`config.mk`:
```
export PLATFORM = sky130hd
export DESIGN_NAME = fetch_sequencer
export DESIGN_NICKNAME = d
export VERILOG_FILES = /design/src/rtl/fetch_sequencer.sv
export SDC_FILE = /design/constraint.sdc
export NUM_CORES = 1
export LEC_CHECK = 0
export ABC_AREA = 1
export CAP_MARGIN = 20
export CORE_MARGIN = 2
export CORE_UTILIZATION = 51
export DETAILED_ROUTE_END_ITERATION = 10
export GPL_ROUTABILITY_DRIVEN = 0
export GPL_TIMING_DRIVEN = 0
export PLACE_DENSITY = 0.95
export SYNTH_ARGS = -nofsm -noshare
export SYNTH_HDL_FRONTEND = slang
export SYNTH_SLANG_ARGS = --single-unit
```
`constraint.sdc`:
```
create_clock -name clk -period 16.6 [get_ports clk]
set_clock_uncertainty 0.1 [all_clocks]
set_input_delay 4.98 -clock clk [delete_from_list [all_inputs] [get_ports clk]]
set_output_delay 4.98 -clock clk [all_outputs]
set_load 0.01 [all_outputs]
```
`src/rtl/fetch_sequencer.sv`:
```
// Fetch-stage sequencer: drives the PC register and a req/ack instruction-memory port.
// Optional FETCH_ALIGN_CHECK_EN: misaligned redirect targets divert to EXC_VECTOR and raise adel_o.
module fetch_sequencer #(
  parameter logic [31:0] RESET_PC   = 32'h0000_3000,
  parameter logic [31:0] EXC_VECTOR = 32'h0000_4180
) (
  input  logic        clk,
  input  logic        reset,
  input  logic [31:0] pc_i,
  input  logic        stall_i,
  input  logic        br_valid,
  input  logic [31:0] br_target,
  input  logic        exc_valid,
  input  logic        eret_valid,
  input  logic [31:0] epc_i,
  output logic        imem_req,
  output logic [31:0] imem_addr,
  input  logic        imem_ack,
  input  logic [31:0] imem_rdata,
  output logic        pc_en,
  output logic [31:0] next_pc,
  output logic        instr_valid,
  output logic [31:0] instr,
  output logic [31:0] instr_pc
`ifdef FETCH_ALIGN_CHECK_EN
  ,
  output logic        adel_o,
  output logic [31:0] bad_addr_o
`endif
);

  typedef enum logic [1:0] {S_IDLE, S_REQ, S_HOLD} state_t;

  state_t      state, state_nxt;
  logic        pend_v;
  logic [31:0] pend_pc;
  logic [31:0] hold_instr;
  logic [31:0] hold_pc;
  logic        redir;
  logic [31:0] redir_pc;
  logic [31:0] load_raw;
  logic        apply_redir;
  logic        accept_word;

  function automatic logic [31:0] redirect_pc(input logic [31:0] target);
`ifdef FETCH_ALIGN_CHECK_EN
    return (target[1:0] != 2'b00) ? EXC_VECTOR : target;
`else
    return target;
`endif
  endfunction

  // Fixed-priority redirect select; lower-priority events in the same cycle are dropped.
  always_comb begin
    redir    = exc_valid | eret_valid | br_valid;
    redir_pc = exc_valid ? EXC_VECTOR : (eret_valid ? epc_i : br_target);
    load_raw = redir ? redir_pc : pend_pc;
  end

  always_comb begin
    apply_redir = 1'b0;
    accept_word = 1'b0;
    if (!reset) begin
      if (state == S_REQ && imem_ack) begin
        apply_redir = redir | pend_v;
        accept_word = !(redir | pend_v);
      end else if (state == S_HOLD) begin
        apply_redir = redir;
      end
    end
  end

  always_ff @(posedge clk) begin
    if (reset) state <= S_IDLE;
    else       state <= state_nxt;
  end

  always_comb begin
    state_nxt = state;
    case (state)
      S_IDLE:  state_nxt = S_REQ;
      S_REQ:   if (accept_word && stall_i) state_nxt = S_HOLD;
      S_HOLD:  if (redir || !stall_i) state_nxt = S_REQ;
      default: state_nxt = S_IDLE;
    endcase
  end

  always_comb begin
    imem_req    = 1'b0;
    imem_addr   = 32'h0;
    pc_en       = 1'b0;
    next_pc     = (reset || state == S_IDLE) ? RESET_PC : pc_i;
    instr_valid = 1'b0;
    instr       = 32'h0;
    instr_pc    = 32'h0;
    if (!reset) begin
      case (state)
        S_REQ: begin
          imem_req  = 1'b1;
          imem_addr = pc_i;
          if (apply_redir) begin
            pc_en   = 1'b1;
            next_pc = redirect_pc(load_raw);
          end else if (accept_word) begin
            instr_valid = 1'b1;
            instr       = imem_rdata;
            instr_pc    = pc_i;
            if (!stall_i) begin
              pc_en   = 1'b1;
              next_pc = pc_i + 32'd4;
            end
          end
        end
        S_HOLD: begin
          instr_valid = 1'b1;
          instr       = hold_instr;
          instr_pc    = hold_pc;
          if (apply_redir) begin
            pc_en   = 1'b1;
            next_pc = redirect_pc(load_raw);
          end else if (!stall_i) begin
            pc_en   = 1'b1;
            next_pc = hold_pc + 32'd4;
          end
        end
        default: ;
      endcase
    end
  end

  // A redirect that cannot be loaded this cycle is parked; a newer one overwrites it.
  always_ff @(posedge clk) begin
    if (reset)                 pend_v <= 1'b0;
    else if (redir && !pc_en)  pend_v <= 1'b1;
    else if (apply_redir)      pend_v <= 1'b0;
  end

  always_ff @(posedge clk) begin
    if (redir && !pc_en) pend_pc <= redir_pc;
  end

  always_ff @(posedge clk) begin
    if (accept_word && stall_i) begin
      hold_instr <= imem_rdata;
      hold_pc    <= pc_i;
    end
  end

`ifdef FETCH_ALIGN_CHECK_EN
  always_comb begin
    adel_o     = apply_redir && (load_raw[1:0] != 2'b00);
    bad_addr_o = adel_o ? load_raw : 32'h0;
  end
`endif

endmodule

```
==> flow_summary.json <==
{
  "p_leak_nw": 4.508,
  "grt.overflow.total": 0,
  "core_um2": 16000,
  "ys_ff_latch": 99,
  "critPathKind": "in -> out",
  "synth-seq-area-share": 0.3492,
  "clockBufferDepth": 2,
  "drtIter0Drc": 1952,
  "regToRegEndpoint": "pend_pc[27]$_DFFE_PP_",
  "power_switching_mw": 0.5529,
  "clkPwrFrac": 0.170,
  "post-route-drc-count": 0,
  "cap_violations": 0,
  "clock_sinks": 99,
  "period_needed_ns": 12.82,
  "reg2reg_from": "state[0]$_SDFFE_PP0P_",
  "startpoint": "pc_i[3]",
  "swShare": 0.4379,
  "drive_above_1_share": 0.04367,
  "drv_slew": 0,
  "die_x_um": 132.5,
  "syn_to_final_growth_pct": 39.00,
  "syn_nets": 1462,
  "reg2reg_slack_ns": 13.74,
  "port_buffers": 263,
  "power.share.sequential": 0.238,
  "rows": 46,
  "netlist_area_um2": 8427,
  "grt_max_degree": 33,
  "cpMostUsedCell": "nand2_1",
  "final-hold-violation-count": 0,
  "place_area_um2": 11420,
  "pwr-share-comb": 0.592,
  "dr.pass1.iters": 7,
  "worst_pin_slew_ns": 0.7005,
  "numCtsBuffers": 9,
  "r2r_cells": 9,
  "dr_total_vias": 10770,
  "cts_tree": "done",
  "finalSetupViolCount": 0,
  "required_ns": 11.52,
  "io_pins": 266,
  "path_buf_inv": 2,
  "track_usage": 0.3718,
  "cp-endpoint": "next_pc[14]",
  "cts_resized": 0,
  "yosysWarnings": 0,
  "design_area_um2": 11710,
  "grt_pass1_vias": 10290,
  "path_cells": "clkdlybuf4s50_1 -> ha_1 -> nand2_1 -> nor2_1 -> nand2_1 -> nor2_1 -> xor2_1 -> nand2_1 -> nand3_1 -> nand2_1 -> a21oi_1 -> clkdlybuf4s50_1",
  "hold_slack_ns": 0.4130,
  "cts_hold_buf": 0,
  "placedCellCount": 1803,
  "clockRootBuffer": "clkbuf_16",
  "end_kind": "primary output",
  "worstSkewPairLatency_ns": 0.35,
  "irDropWorstVdd_v": 0.00007377,
  "setup-tns-final_ns": 0,
  "wl_per_cell_um": 18.27,
  "cp_slowest_stage_delay_ns": 0.59,
  "crit_path_start_kind": "input port",
  "num-nets-final": 1739,
  "period_share": 0.7726,
  "crit_family": "buffers and inverters",
  "timing.fmax_ghz": 0.07797,
  "cp.depth": 12,
  "grt_pass1_wl_um": 52360,
  "p_int_mw": 0.7097,
  "dp_hpwl_um": 26160,
  "powerDensity_nw_per_um2": 107.8,
  "n_antenna_cell": 0,
  "crit_fanout": 5,
  "worstPathArrival_ns": 7.74,
  "clkTransAtPathRegs_ns": 0.06,
  "start_util": 0.5267,
  "dieHeight_um": 132.5,
  "synthCells": 1321,
  "die_area_um2": 17570,
  "stdcell_count": 1819,
  "grt_setup_unrepaired": "no",
  "max_slew_margin": 0.5330,
  "post-route-util": 0.7321,
  "ant_nets": 0,
  "avgSynthCellArea_um2": 6.379,
  "min_path_type": "reg -> reg",
  "viasPerCell": 5.922,
  "antenna_found_initial": 0,
  "cpMaxStageDelayCell": "clkdlybuf4s50_1",
  "post_cts_buffers": 0,
  "h-tree-depth": 3,
  "run_status": "completed",
  "routed_wl_um": 33230,
  "synth.distinct_cells": 38
}
## cell type report
class | count | area, µm²
plain buffers | 66 | 331.6
clock buffers | 12 | 246.5
clock inverters | 4 | 51.30
fillers | 1292 | 4287
inverters | 106 | 401.6
multi-input cells | 1050 | 4770
flip-flops and latches | 99 | 2943
well taps | 216 | 270.3
repair buffers | 266 | 2700
## worst min-delay path: cells and delay by family (launching register included)
family	cells	cell delay, ns
flip-flops	1	0.34
AND/OR/NAND/NOR	1	0.08
AO/OA/AOI/OAI	1	0.06
## worst min-delay path by stage
| stage | startpoint | slack (ns) | depth (start not counted) | end |
|---|---|---|---|---|
| after global routing | pend_v$_SDFFE_PP0P_ | 0.44 | 2 | pend_v$_SDFFE_PP0P_ |
| final | pend_v$_SDFFE_PP0P_ | 0.41 | 2 | pend_v$_SDFFE_PP0P_ |
| after floorplan | pend_v$_SDFFE_PP0P_ | 0.36 | 2 | pend_v$_SDFFE_PP0P_ |
| after detailed placement | pend_v$_SDFFE_PP0P_ | 0.40 | 2 | pend_v$_SDFFE_PP0P_ |
| after global placement | pend_v$_SDFFE_PP0P_ | 0.37 | 2 | pend_v$_SDFFE_PP0P_ |
| after CTS | pend_v$_SDFFE_PP0P_ | 0.41 | 2 | pend_v$_SDFFE_PP0P_ |
## stage by stage
stage	setup WS, ns	power [mW]
3_3_place_gp	3.886	1.008
4_1_cts	3.854	1.240
2_1_floorplan	5.285	0.6998
3_5_place_dp	3.862	1.027
6_report	3.775	1.263
5_1_grt	3.600	1.324
## synthesized netlist by cell type, drive strengths merged
master   number  area (µm²)
ha            6       75.07
o21bai        6       45.04
xor2         10       87.58
a31oi         1       6.260
a31o          1       8.760
or2           8       50.05
nor3          5       25.02
o2111ai       1       8.760
o211ai        7       52.55
inv         105       396.6
nand3b        2       15.01
o21ai        95       475.5
a21oi        93       465.5
dfxtp         3       60.06
nor2        321        1257
a22oi        32       240.2
buf          29       192.7
nand4        14       87.58
nand2       352        1346
o22ai         4       25.02
nand3        85       425.4
or3           1       6.260
clkbuf       37       138.9
a21boi        4       30.03
edfxtp       96        2883
o32ai         2       17.52
clkinv        1       5.000
## cells by family (layout without fill, tap and decap cells)
kind of cell             after synthesis  in the layout  synth area share
AND/OR/NAND/NOR                      788            788            0.3813
adder cells (fa/ha/maj)                6              6          0.008908
flip-flops                            99             99            0.3492
AO/OA/AOI/OAI                        246            246            0.1632
XOR/XNOR                              10             10           0.01039
buffers and inverters                172            454           0.08701
## flip-flops by register name, summed over array words and instances (netlist names)
register    flops
hold_instr     32
hold_pc        32
pend_pc        32
state           2
pend_v          1
## power by group through the flow
stage	sequential, mW	clock [mW]	combinational (mW)
3_5_place_dp	0.305	0	0.722
4_1_cts	0.300	0.213	0.727
3_3_place_gp	0.305	0	0.703
6_report	0.300	0.214	0.748
5_1_grt	0.302	0.222	0.800
2_1_floorplan	0.304	0	0.395
## layout by cell type (no fill, tap or decap), drive strengths merged
cell             n
a21boi           4
a21oi           93
a22oi           32
a31o             1
a31oi            1
buf             32
bufinv           1
clkbuf          49
clkdlybuf4s50  263
clkinv           2
clkinvlp         1
dfxtp            3
edfxtp          96
ha               6
inv            106
nand2          352
nand3           85
nand3b           2
nand4           14
nor2           321
nor3             5
o2111ai          1
o211ai           7
o21ai           95
o21bai           6
o22ai            4
o32ai            2
or2              8
or3              1
xor2            10
## metal layers
| layer | routed length [µm] | GRT usage |
|---|---|---|
| met4 | 1972 | 0.1924 |
| met3 | 4423 | 0.09732 |
| met5 | 0 | 0 |
| met2 | 14920 | 0.6022 |
| met1 | 11920 | 0.4569 |
Power figures use the tool's default switching activity.
